`config.mk`:
```
export PLATFORM = sky130hd
export DESIGN_NAME = regex_line_streamer_flat
export DESIGN_NICKNAME = d
export VERILOG_FILES = /design/src/rtl/regex_line_streamer_if.sv /design/src/rtl/regex_line_streamer.sv /design/src/flat_wrapper.sv
export SDC_FILE = /design/constraint.sdc
export NUM_CORES = 1
export LEC_CHECK = 0
export BUFFER_PORTS_ARGS = -buffer_cell sky130_fd_sc_hd__buf_2
export CORE_MARGIN = 1.5
export CORE_UTILIZATION = 34
export DETAILED_ROUTE_END_ITERATION = 16
export MAX_ROUTING_LAYER = met4
export PLACE_DENSITY_LB_ADDON = 0.3
export SLEW_MARGIN = 20
export SYNTH_ARGS = -nofsm -noshare
export SYNTH_HDL_FRONTEND = slang
export SYNTH_SLANG_ARGS = --single-unit
```
`constraint.sdc`:
```
create_clock -name clk -period 1.9 [get_ports clk]
set_clock_uncertainty 0.15 [all_clocks]
set_input_delay 0.57 -clock clk [delete_from_list [all_inputs] [get_ports clk]]
set_output_delay 0.57 -clock clk [all_outputs]
set_load 0.02 [all_outputs]
```
`src/rtl/regex_line_streamer_if.sv`:
```
`default_nettype none
// ============================================================================
// Module      : regex_line_streamer_if
// Description : Line-in / result-out handshake bundle for regex_line_streamer.
// Revision    : 1.0 - initial release
// ============================================================================
interface regex_line_streamer_if #(
    parameter int WIDTH  = 21,
    parameter int LINE_W = 14
);
    logic [WIDTH-1:0]  line_data;
    logic              line_valid;
    logic              line_ready;
    logic              res_valid;
    logic              res_ready;
    logic              res_match;
    logic [LINE_W-1:0] res_line;

    modport master (
        output line_data, line_valid, res_ready,
        input  line_ready, res_valid, res_match, res_line
    );

    modport slave (
        input  line_data, line_valid, res_ready,
        output line_ready, res_valid, res_match, res_line
    );
endinterface
`default_nettype wire

```
`src/rtl/regex_line_streamer.sv`:
```
`default_nettype none
// ============================================================================
// Module      : regex_line_streamer
// Description : Serializes WIDTH-bit lines MSB-first into the serial regex
//               matcher and returns a line-numbered match result per line.
// Revision    : 1.0 - initial release
// ============================================================================
module regex_line_streamer #(
    parameter int WIDTH  = 21,
    parameter int LINE_W = 14,
    parameter int CNT_W  = 16
) (
    input  wire logic             clk,
    input  wire logic             reset,
    regex_line_streamer_if.slave  lines,
    output logic                  ser_en,
    output logic                  ser_bit,
    input  wire logic             match_in,
    output logic [CNT_W-1:0]      match_count,
    output logic                  busy
);

    localparam int              c_BIT_W  = (WIDTH > 1) ? $clog2(WIDTH) : 1;
    localparam logic [c_BIT_W-1:0] c_LAST = c_BIT_W'(WIDTH - 1);

    localparam logic [2:0] c_IDLE   = 3'd0;
    localparam logic [2:0] c_GAP    = 3'd1;
    localparam logic [2:0] c_SHIFT  = 3'd2;
    localparam logic [2:0] c_SAMPLE = 3'd3;
    localparam logic [2:0] c_RESULT = 3'd4;

    logic [2:0]         r_state;
    logic [2:0]         w_next_state;
    logic [WIDTH-1:0]   r_shift;
    logic [c_BIT_W-1:0] r_bit_idx;
    logic               r_ser_en;
    logic               r_ser_bit;
    logic               r_line_ready;
    logic               r_res_valid;
    logic               r_res_match;
    logic               r_busy;
    logic [LINE_W-1:0]  r_line_cnt;
    logic [CNT_W-1:0]   r_match_cnt;

    logic               w_accept;
    logic               w_res_done;
    logic               w_ser_bit;
    logic               w_line_ready;
    logic               w_res_valid;
    logic               w_busy;

    assign w_accept   = (r_state == c_IDLE) && lines.line_valid && r_line_ready;
    assign w_res_done = (r_state == c_RESULT) && r_res_valid && lines.res_ready;

    always_ff @(posedge clk) begin
        if (reset) begin
            r_state <= c_IDLE;
        end else begin
            r_state <= w_next_state;
        end
    end

    always_comb begin
        w_next_state = r_state;
        case (r_state)
            c_IDLE:   if (w_accept) w_next_state = c_GAP;
            c_GAP:    w_next_state = c_SHIFT;
            c_SHIFT:  if (r_bit_idx == c_LAST) w_next_state = c_SAMPLE;
            c_SAMPLE: w_next_state = c_RESULT;
            c_RESULT: if (w_res_done) w_next_state = c_IDLE;
            default:  w_next_state = c_IDLE;
        endcase
    end

    // Outputs are decoded from the next state so their registers line up with r_state.
    always_comb begin
        w_line_ready = (w_next_state == c_IDLE);
        w_busy       = (w_next_state != c_IDLE);
        w_res_valid  = (w_next_state == c_RESULT);
        w_ser_bit    = (w_next_state == c_SHIFT) ? r_shift[WIDTH-1] : 1'b0;
    end

    always_ff @(posedge clk) begin
        if (reset) begin
            r_ser_en     <= 1'b0;
            r_ser_bit    <= 1'b0;
            r_line_ready <= 1'b0;
            r_res_valid  <= 1'b0;
            r_res_match  <= 1'b0;
            r_busy       <= 1'b0;
            r_line_cnt   <= LINE_W'(1);
            r_match_cnt  <= '0;
            r_shift      <= '0;
            r_bit_idx    <= '0;
        end else begin
            r_ser_en     <= 1'b1;
            r_ser_bit    <= w_ser_bit;
            r_line_ready <= w_line_ready;
            r_res_valid  <= w_res_valid;
            r_busy       <= w_busy;

            // Each entry into SHIFT presents the current MSB, then moves the next bit up.
            if (w_accept) begin
                r_shift <= lines.line_data;
            end else if (w_next_state == c_SHIFT) begin
                r_shift <= r_shift << 1;
            end

            if (r_state == c_GAP) begin
                r_bit_idx <= '0;
            end else if (r_state == c_SHIFT) begin
                r_bit_idx <= r_bit_idx + c_BIT_W'(1);
            end

            if (r_state == c_SAMPLE) begin
                r_res_match <= match_in;
            end

            if (w_res_done) begin
                r_line_cnt <= r_line_cnt + LINE_W'(1);
                if (r_res_match && (r_match_cnt != {CNT_W{1'b1}})) begin
                    r_match_cnt <= r_match_cnt + CNT_W'(1);
                end
            end
        end
    end

    assign ser_en           = r_ser_en;
    assign ser_bit          = r_ser_bit;
    assign busy             = r_busy;
    assign match_count      = r_match_cnt;
    assign lines.line_ready = r_line_ready;
    assign lines.res_valid  = r_res_valid;
    assign lines.res_match  = r_res_match;
    assign lines.res_line   = r_line_cnt;

endmodule
`default_nettype wire

```
`src/flat_wrapper.sv`:
```
// flat-port wrapper written by rule: the top's interface ports become plain ports
module regex_line_streamer_flat 
#(
    parameter int WIDTH  = 21,
    parameter int LINE_W = 14,
    parameter int CNT_W  = 16
)
  (clk, reset, ser_en, ser_bit, match_in, match_count, busy, lines_line_data, lines_line_valid, lines_res_ready, lines_line_ready, lines_res_valid, lines_res_match, lines_res_line);
  regex_line_streamer_if #(.WIDTH(WIDTH), .LINE_W(LINE_W)) lines_i ();
  input  wire logic clk;
  input  wire logic reset;
  output logic ser_en;
  output logic ser_bit;
  input  wire logic match_in;
  output logic [CNT_W-1:0] match_count;
  output logic busy;
  input wire logic [$bits(lines_i.line_data)-1:0] lines_line_data;
  input wire logic [$bits(lines_i.line_valid)-1:0] lines_line_valid;
  input wire logic [$bits(lines_i.res_ready)-1:0] lines_res_ready;
  output wire logic [$bits(lines_i.line_ready)-1:0] lines_line_ready;
  output wire logic [$bits(lines_i.res_valid)-1:0] lines_res_valid;
  output wire logic [$bits(lines_i.res_match)-1:0] lines_res_match;
  output wire logic [$bits(lines_i.res_line)-1:0] lines_res_line;
  assign lines_i.line_data = lines_line_data;
  assign lines_i.line_valid = lines_line_valid;
  assign lines_i.res_ready = lines_res_ready;
  assign lines_line_ready = lines_i.line_ready;
  assign lines_res_valid = lines_i.res_valid;
  assign lines_res_match = lines_i.res_match;
  assign lines_res_line = lines_i.res_line;
  regex_line_streamer #(.WIDTH(WIDTH), .LINE_W(LINE_W), .CNT_W(CNT_W)) u_core (.clk(clk), .reset(reset), .lines(lines_i), .ser_en(ser_en), .ser_bit(ser_bit), .match_in(match_in), .match_count(match_count), .busy(busy));
endmodule
```
==> results of run 1 <==
[cells by family (layout without fill, tap and decap cells)]
logic type	Yosys count	after routing	share of synthesized area, %
and+or+nand+nor	113	113	22.2
AOI/OAI and AO/OA	74	74	16.9
DFF	65	65	44.0
buffers and inverters	26	134	3.56
muxes	25	25	8.64
xor gates and xnor gates	10	10	2.97
adders and majority gates	4	4	1.69
[timing repair]
| action | CTS | global route |
|---|---|---|
| pin swaps | 5 | 8 |
| setup buffers | 1 | 6 |
| gates resized for setup | 6 | 24 |
| endpoints found under the setup margin | 14 | 37 |
| gates cloned | 0 | 2 |
[registers in the layout, summed over array words and instances (netlist names)]
signal,flops
u_core.ser_bit,1
u_core.r_shift,21
u_core.match_count,16
u_core.ser_en,1
u_core.lines.res_line,14
u_core.lines.res_match,1
u_core.lines.line_ready,1
u_core.r_bit_idx,5
u_core.r_state,3
u_core.busy,1
u_core.lines.res_valid,1
[worst paths after layout]
path | endpoint | slack [ns] | depth (start not counted)
max | u_core.lines.res_line[10]$_SDFFE_PP0P_ | -0.05 | 4
min | u_core.r_shift[16]$_SDFFE_PP0P_ | 0.28 | 2
max reg2reg | u_core.lines.res_line[10]$_SDFFE_PP0P_ | -0.05 | 4
min reg2reg | u_core.lines.res_line[13]$_SDFFE_PP0P_ | 0.34 | 2
[Yosys cell counts (all sizes together)]
cell type   n  area share, %
nor4        8            1.7
xor2        3           0.89
nand2      15            1.9
o2bb2ai    20            5.9
a31oi       2           0.42
a21o        1           0.25
or4        12            3.0
a22o        1           0.30
o31ai      11            2.8
xnor2       7            2.1
and3        2           0.42
or2         1           0.21
nand4       7            1.5
and4        3           0.89
mux2        4            1.5
and4bb      1           0.42
and2        1           0.21
dfxtp      65             44
ha          4            1.7
a22oi       2           0.51
o21ai       8            1.4
clkbuf     14            1.8
buf         6           0.97
nand4b      1           0.30
a21oi      25            4.2
or3b        3           0.89
nor2b       4           0.85
nand3      14            2.4
nor3b       1           0.25
nand2b      3           0.64
or3         7            1.5
inv         6           0.76
nand3b      2           0.51
nand4bb     2           0.76
o41ai       2           0.59
o211ai      1           0.25
nor2       22            2.8
or4b        1           0.34
nor3        2           0.34
and4b       1           0.34
a311oi      1           0.30
mux2i      21            7.1
[power groups by stage]
stage          logic (mW)  registers, mW  clock network, mW
5_1_grt             0.301           1.43               1.15
3_5_place_dp        0.242           1.46                  0
6_report            0.276           1.43               1.04
4_1_cts             0.243           1.43               1.08
2_1_floorplan       0.151           1.46                  0
3_3_place_gp        0.241           1.46                  0
[critical path, cell delays in order, from the launching register on]
cell and delay (ns):
dfxtp_2 0.34, or3b_4 0.41, or3_4 0.37, or4_4 0.50
a21oi_2 0.13
[per-layer routing]
metal | vias to the layer above | routed length (um) | part of all wire (%)
li1 | 1405 | - | -
met1 | 1322 | 3270 | 45
met2 | 69 | 3500 | 48
met3 | 9 | 373 | 5.2
met4 | 0 | 89 | 1.2
met5 | - | 0 | 0
[per-stage QoR]
stage / TNS, ns / utilization (%)
after global placement: -2.51 / 44.5
after CTS: -0.0276 / 46.9
after floorplan: -0.806 / -
after global routing: -0.978 / 49.2
final: -0.0883 / 49.2
after detailed placement: -2.80 / 44.5
[area by class of cell]
class                           instances  area [um^2]  area share (%)
Timing Repair Buffer                  112          743            18.2
Clock inverter                          5         31.3           0.765
Multi-Input combinational cell        226         1700            41.5
Inverter                                6         22.5           0.551
Clock buffer                           11          141            3.46
Tap cell                              105          131            3.21
Sequential cell                        65         1320            32.3
==> reports/results.ini, run 1 <==
[outcome]
status=finished, violations left
violations=negative setup slack

[critical_path]
worst_setup_path_start_kind=flip-flop
crit_fanout=6
cp.required_ns=2.03
crit_start=u_core.r_state[0]$_SDFF_PP0_
rr_startpoint=u_core.r_state[0]$_SDFF_PP0_
crit_type=reg2reg
critPathArrivalTime_ns=2.09
end_kind=flip-flop

[power]
pwr-share-clk_pct=37.9
seqPwrFrac_pct=52.1
switching_power_uw=691
power-per-cell-area_nw_per_um2=671
p_leak_nw=1.56
ir_worst_vdd_mv=0.344
p_comb_share_pct=10.1
p_int_mw=2.05
sw_frac_of_total_pct=25.2
total_power_mw=2.74

[floorplan]
io_pins=62
die_h_um=96.2
fp.dieW_um=96.2
die_area_um2=9260
start_util_pct=35.6
num_rows=33
core_area_um2=8300

[global_routing]
use_met1_pct=18.5
antenna_found_initial=0
grt_start_max_net_pins=22
grt_pass1_vias=2628
grtUsageMet3_pct=6.32
grt_use_total_pct=16.5
grt_pass1_wl_mm=11.5
grt_overflow=0
met2_usage_pct=27.3
gr-max-usage-layer=met2

[route]
dr.pass1.iters=4
wirelength_mm=7.23
vias=2805
ant_nets=0
drt-wirelength-per-cell_um=13.6
route.detailed.drc=0
via_per_inst=5.29
first_iter_violations=79

[clock_tree]
cts_tree=built
cts_root_buffer=clkbuf_8
clock_path_buffers=2
hold_buffers=0
cts.htree.levels=3
numCtsBuffers=9
worstSkewPairLatency_ns=0.34
cts.clk_slew.worst_paths_ns=0.08
cts.sinks=65

[timing]
fmax_ghz=0.512
min_period_over_period_pct=103
rsz0062_at_grt=true
setup_viol_count_final=3
fin_crit_ns=1.95
worstMarginPinSlew_ns=0.382
finalHoldViolCount=0
whs_ns=0.275
worst_slack_ns=-0.0530
slew_violations=0
max-slew-margin-rel_pct=74.4

[flow_run]
maxCapViolations=0

[cells_and_area]
diodes=0
instances_no_fill=530
syn2layout_area_growth_pct=38.3
mostFrequentLayoutCells=buf_2 (61), dfxtp_1 (51), buf_4 (46)
drive_gt1_share_pct=41.2
fillCellCount=804
num-nets-final=450
final_cell_area_um2=4090
layout_commonest_cell=buf_2

[min_path]
hold_path.class=in2reg
min-delay-start=lines_line_data[16]

[yosys]
yosysUniqueCellTypes=45
syn_area_um2=2950
synth_warnings=0
seq_area_frac_synth_pct=44.0
yosys_register_bits=65
synthCells=317
synth.avg_cell_area_um2=9.32
synthesis.nets=347

[placed_design]
dp_hpwl_mm=4.95
place_ws_ns=-0.403
place_inst=506
finalWeightedCongestion=0.790
io_buffers=61
placed_area_um2=3690

Note: power is estimated with default switching activity, not from simulation.
==> run 2: changes to the inputs <==
- PLACE_DENSITY_LB_ADDON: 0.3 -> 0.05
- RECOVER_POWER: default -> 50
==> run 2 against run 1 <==
Effect of this change: the flow still finishes with violations (negative setup slack); sequential cell count is the same; non-clock buffer count grew 4; utilization shrank 0.21 points; maximum frequency shrank 2.6%; setup slack lost 0.052 ns; largest power group unchanged.
==> reports/results.ini, run 2 (same netlist as run 1, synthesis figures left out) <==
[floorplan]
die_h_um=96.2  ; unchanged
core_area_um2=8300  ; unchanged
fp.dieW_um=96.2  ; unchanged
start_util_pct=35.6  ; unchanged
num_rows=33  ; unchanged
io_pins=62  ; unchanged
die_area_um2=9260  ; unchanged

[critical_path]
crit_fanout=5  ; -1
worst_setup_path_start_kind=flip-flop
cp.required_ns=2.03  ; about the same
crit_path_top_delay_cell=or4_4
critPathArrivalTime_ns=2.14  ; +0.05 ns
cp_common_cell=or4_4
end_kind=flip-flop
critical_path.cell_chain=nand4bb_1 > or4_4 > buf_6 > or4_4 > a21oi_2
critPathMaxStageDelay_ns=0.58  ; +0.08 ns
crit_type=reg2reg

[power]
pwr-share-clk_pct=37.2  ; -0.7 points
p_int_mw=2.01  ; -1.9%
seqPwrFrac_pct=52.5  ; +0.4 points
switching_power_uw=708  ; +2.4%
ir_worst_vdd_mv=0.320  ; -6.8%
p_comb_share_pct=10.3  ; +0.2 points
sw_frac_of_total_pct=26.0  ; +0.82 points
power-per-cell-area_nw_per_um2=668  ; -0.38%
p_leak_nw=1.46  ; -6.3%

[global_routing]
use_met1_pct=20.0  ; +1.6 points
grt_pass1_wl_mm=11.3  ; -1.3%
grt_use_total_pct=16.4  ; -0.18 points
antenna_found_initial=0  ; unchanged
met2_usage_pct=24.8  ; -2.6 points
gr-max-usage-layer=met2
grt_pass1_vias=2507  ; -4.6%
grtUsageMet3_pct=3.63  ; -2.7 points
grt_overflow=0  ; unchanged
grt_start_max_net_pins=22  ; unchanged

[cells_and_area]
diodes=0  ; unchanged
num-nets-final=454  ; +0.89%
instances_no_fill=534  ; +0.75%
drive_gt1_share_pct=34.5  ; -6.7 points
largest_register_ffs=21  ; unchanged
mostFrequentLayoutCells=dfxtp_1 (51), buf_4 (43), buf_2 (37)
syn2layout_area_growth_pct=37.7
top_register=u_core.r_shift
layout_commonest_cell=dfxtp_1

[timing]
setup_viol_count_final=5  ; +2
fin_crit_ns=2.01  ; +0.0521 ns
fmax_ghz=0.499  ; -2.6%
rsz0062_at_grt=true
slew_violations=0  ; unchanged
worst_slack_ns=-0.105  ; -0.0521 ns
worstMarginPinSlew_ns=0.412  ; +0.0302 ns
max-slew-margin-rel_pct=72.4  ; -2.0 points
min_period_over_period_pct=106  ; +2.7 points
finalHoldViolCount=0  ; unchanged

[clock_tree]
cts.htree.levels=3  ; unchanged
cts.sinks=65  ; unchanged
worstSkewPairLatency_ns=0.34  ; about the same
cts.clk_slew.worst_paths_ns=0.08  ; about the same
cts_tree=built
hold_buffers=0  ; unchanged
cts_root_buffer=clkbuf_8
numCtsBuffers=9  ; unchanged
clock_path_buffers=2  ; unchanged

[outcome]
status=finished, violations left
violations=negative setup slack

[flow_run]
maxCapViolations=0  ; unchanged

[route]
ant_nets=0  ; unchanged
first_iter_violations=96  ; +22%
vias=2774  ; -1.1%
drt-wirelength-per-cell_um=13.9  ; +1.8%
route.detailed.drc=0  ; unchanged
dr.pass1.iters=4  ; unchanged
via_per_inst=5.19  ; -1.8%
wirelength_mm=7.42  ; +2.6%

[placed_design]
dp_hpwl_mm=5.06  ; +2.3%
finalWeightedCongestion=0.792  ; +0.18%
place_inst=510  ; +0.79%
place_ws_ns=-0.364  ; +0.0392 ns
io_buffers=61  ; unchanged

[min_path]
hold_path.class=in2reg

## run 2: changes by cell type in the layout (fill, tap and decap cells not counted), moves of 2 or more
cell / before / now
a21oi_2: 7 / 5
clkbuf_1: 1 / 27
buf_2: 61 / 37
buf_4: 46 / 43
a21oi_1: 18 / 20
buf_6: 2 / 5
## run 2: power groups by stage
stage | Combinational (mW) | Clock, mW | Sequential [mW]
after floorplan | 0.151 | 0 | 1.46
after global placement | 0.248 | 0 | 1.46
after detailed placement | 0.248 | 0 | 1.46
after CTS | 0.249 | 1.06 | 1.43
after global routing | 0.303 | 1.11 | 1.43
final | 0.279 | 1.01 | 1.43
## run 2: layout make-up
class | count | area [um^2]
flip-flops and latches | 65 | 1320
fillers | 825 | 4230
well taps | 105 | 131
repair buffers | 116 | 759
clock buffers | 10 | 128
multi-input cells | 226 | 1670
clock inverters | 6 | 35.0
inverters | 6 | 22.5
## run 2: per-layer routing
metal | part of all wire [%] | vias up
met5 | 0 | -
met4 | 1.5 | 0
met3 | 4.5 | 10
met2 | 47 | 57
met1 | 47 | 1303
li1 | - | 1404
## run 2: final timing paths
check / from / endpoint / slack, ns / depth (start not counted)
setup / recovery: u_core.r_state[0]$_SDFF_PP0_ / u_core.match_count[13]$_SDFFE_PP0P_ / -0.11 / 5
hold / removal: lines_line_data[11] / u_core.r_shift[11]$_SDFFE_PP0P_ / 0.28 / 2
setup reg to reg: u_core.r_state[0]$_SDFF_PP0_ / u_core.match_count[13]$_SDFFE_PP0P_ / -0.11 / 5
hold reg to reg: u_core.lines.res_line[13]$_SDFFE_PP0P_ / u_core.lines.res_line[13]$_SDFFE_PP0P_ / 0.33 / 2
## run 2: metrics by stage
stage	setup TNS (ns)	util, %	area, um^2	hold WS [ns]	total power [mW]
3_3_place_gp	-4.28	45.0	3730	0.323	1.71
6_report	-0.324	49.0	4070	0.277	2.72
4_1_cts	-0.263	47.3	3920	0.257	2.73
3_5_place_dp	-4.44	45.0	3730	0.328	1.71
2_1_floorplan	-0.806	-	3010	0.302	1.61
5_1_grt	-0.743	49.0	4070	0.261	2.84
## run 2: repair_timing
action,4_1_cts,5_1_grt
setup endpoints to repair,30,38
gates cloned,0,2
pin swaps,6,10
gates resized for setup,7,22
setup buffers,0,6
## run 2: critical path: cells and delay by family (launching register included)
kind / cells / cell delay (ns)
flops: 1 / 0.36
simple gates: 3 / 1.17
compound gates: 1 / 0.12
buf+inv: 1 / 0.15
==> run 3: changes to the inputs <==
- CORE_UTILIZATION: 34 -> 54
- clock period: 1.9 -> 2 ns (I/O delays scaled with it)
==> run 3 against run 2 <==
Effect of this change: the flow now finishes without violations; register-to-register slack better by 0.11 ns; die area down 36%; clock power is 8% higher; maximum frequency grew 0.69%; non-clock buffer count shrank 15; utilization is 25 points higher; total power down 1.5%; via count shrank 1.2%; setup slack gained 0.11 ns; critical path type unchanged; critical endpoint unchanged; largest power group unchanged; highest routed layer unchanged.
==> reports/results.ini, run 3 (same netlist as run 1, synthesis figures left out) <==
[timing]
setup_tns_ns=0  ; +0.324 ns
slew_violations=0  ; unchanged
max-slew-margin-rel_pct=76.7  ; +4.3 points
setup_viol_count_final=0  ; -5
min_period_over_period_pct=99.6  ; -6.0 points
worstMarginPinSlew_ns=0.346  ; -0.0663 ns
finalHoldViolCount=0  ; unchanged
fmax_ghz=0.502  ; +0.69%
worst_slack_ns=0.00875  ; +0.114 ns
rsz0062_at_grt=true
fin_crit_ns=1.99  ; -0.0138 ns

[floorplan]
start_util_pct=56.8  ; +21 points
die_h_um=77.0  ; -20%
core_area_um2=5200  ; -37%
io_pins=62  ; unchanged
die_area_um2=5920  ; -36%
num_rows=26  ; -21%
fp.dieW_um=77.0  ; -20%

[cells_and_area]
multi_input_area_um2=1640  ; -1.8%
num-nets-final=439  ; -3.3%
mostFrequentLayoutCells=dfxtp_1 (56), buf_4 (39), buf_2 (32)
regArea_um2=1310  ; -0.66%
layout_commonest_cell=dfxtp_1
drive_gt1_share_pct=28.5  ; -6.0 points
diodes=0  ; unchanged
top_register=u_core.r_shift
largest_register_ffs=21  ; unchanged
fillCellCount=431  ; -48%
syn2layout_area_growth_pct=30.1
final_cell_area_um2=3840  ; -5.6%

[route]
dr.pass1.iters=4  ; unchanged
route.detailed.drc=0  ; unchanged
drt-wirelength-per-cell_um=13.6  ; -2.4%
wirelength_mm=6.56  ; -12%
vias=2742  ; -1.2%
first_iter_violations=150  ; +56%
via_per_inst=5.67  ; +9.1%
ant_nets=0  ; unchanged

[critical_path]
endpoint=u_core.match_count[13]$_SDFFE_PP0P_
end_kind=flip-flop
crit_start=u_core.r_state[1]$_SDFF_PP0_
cp.required_ns=2.12  ; +0.09 ns
crit_fanout=6  ; +1
reg2reg_to=u_core.match_count[13]$_SDFFE_PP0P_
rr_startpoint=u_core.r_state[1]$_SDFF_PP0_
critPathArrivalTime_ns=2.11  ; -0.03 ns
crit_type=reg2reg
worst_setup_path_start_kind=flip-flop
ff2ff_path_depth=5  ; unchanged
r2r_slack_ns=0.009  ; +0.11 ns

[outcome]
status=finished clean

[clock_tree]
cts.sinks=65  ; unchanged
clock_path_buffers=2  ; unchanged
hold_buffers=0  ; unchanged
numCtsBuffers=9  ; unchanged
cts.htree.levels=3  ; unchanged
cts.clk_slew.worst_paths_ns=0.07  ; about the same
worstSkewPairLatency_ns=0.33  ; about the same
post_cts_buffers=0  ; unchanged
cts_root_buffer=clkbuf_8
cts_tree=built

[min_path]
hold_path.class=in2reg

[global_routing]
grt_overflow=0  ; unchanged
grt_pass1_wl_mm=11.4  ; +0.79%
antenna_found_initial=0  ; unchanged
grt_use_total_pct=24.3  ; +7.9 points
grt_start_max_net_pins=22  ; unchanged
grt_pass1_vias=2579  ; +2.9%

[placed_design]
finalWeightedCongestion=0.829  ; +4.7%
placed_area_um2=3620  ; -3.0%
dp_hpwl_mm=4.68  ; -7.4%
io_buffers=61  ; unchanged
place_ws_ns=-0.311  ; +0.0531 ns

[power]
ir_worst_vdd_mv=0.474  ; +48%
p_leak_nw=1.35  ; -7.7%
power-per-cell-area_nw_per_um2=697  ; +4.3%

[flow_run]
maxCapViolations=0  ; unchanged

run 3: layout make-up:
type / instances / area share [%]
Sequential cell: 65 / 34.2
Tap cell: 70 / 2.28
Timing Repair Buffer: 101 / 15.1
Multi-Input combinational cell: 226 / 42.7
Clock inverter: 5 / 1.43
Inverter: 6 / 0.586
Clock buffer: 11 / 3.68
run 3: worst min-delay path by stage:
| stage | start | to | slack, ns | depth (start not counted) |
|---|---|---|---|---|
| after floorplan | u_core.r_shift[20]$_SDFFE_PP0P_ | u_core.ser_bit$_SDFF_PP0_ | 0.30 | 1 |
| after global placement | u_core.lines.res_line[13]$_SDFFE_PP0P_ | u_core.lines.res_line[13]$_SDFFE_PP0P_ | 0.32 | 2 |
| after detailed placement | u_core.r_shift[0]$_SDFFE_PP0P_ | u_core.r_shift[0]$_SDFFE_PP0P_ | 0.32 | 2 |
| after CTS | lines_line_data[10] | u_core.r_shift[10]$_SDFFE_PP0P_ | 0.30 | 2 |
| after global routing | lines_line_data[13] | u_core.r_shift[13]$_SDFFE_PP0P_ | 0.30 | 2 |
| final | lines_line_data[20] | u_core.r_shift[20]$_SDFFE_PP0P_ | 0.32 | 2 |
run 3: timing repair:
action / in CTS / in global routing
pin swaps: 0 / 4
endpoints found under the setup margin: 6 / 14
gates resized for setup: 3 / 10
run 3: where the power goes:
| part | total [mW] | internal [mW] | switching, mW | leakage, nW |
|---|---|---|---|---|
| Combinational | 0.227 | 0.106 | 0.121 | 0.723 |
| Clock | 1.09 | 0.605 | 0.489 | 0.0953 |
| Sequential | 1.36 | 1.33 | 0.0215 | 0.531 |
| Total | 2.68 | 2.05 | 0.631 | 1.35 |
run 3: layer usage:
layer,vias to the layer above,wire (um),track usage [%]
li1,1383,-,-
met1,1272,3060,29.9
met2,79,3150,39.5
met3,8,303,5.48
met4,0,52,7.78
met5,-,0,-
run 3: metrics by stage:
step | total power [mW] | instances | hold WS [ns] | utilization, %
2_1_floorplan | 1.53 | 317 | 0.302 | -
3_3_place_gp | 1.61 | 468 | 0.321 | 69.6
3_5_place_dp | 1.61 | 468 | 0.323 | 69.6
4_1_cts | 2.71 | 484 | 0.302 | 73.5
5_1_grt | 2.79 | 484 | 0.298 | 73.8
6_report | 2.68 | 484 | 0.316 | 73.8
run 3: worst max-delay path, stage by stage, from the launching register on:
cell and delay, ns:
dfxtp_1 0.35, nand4bb_1 0.18, or4_4 0.57, buf_4 0.16, or4_1 0.40, a21oi_1 0.13
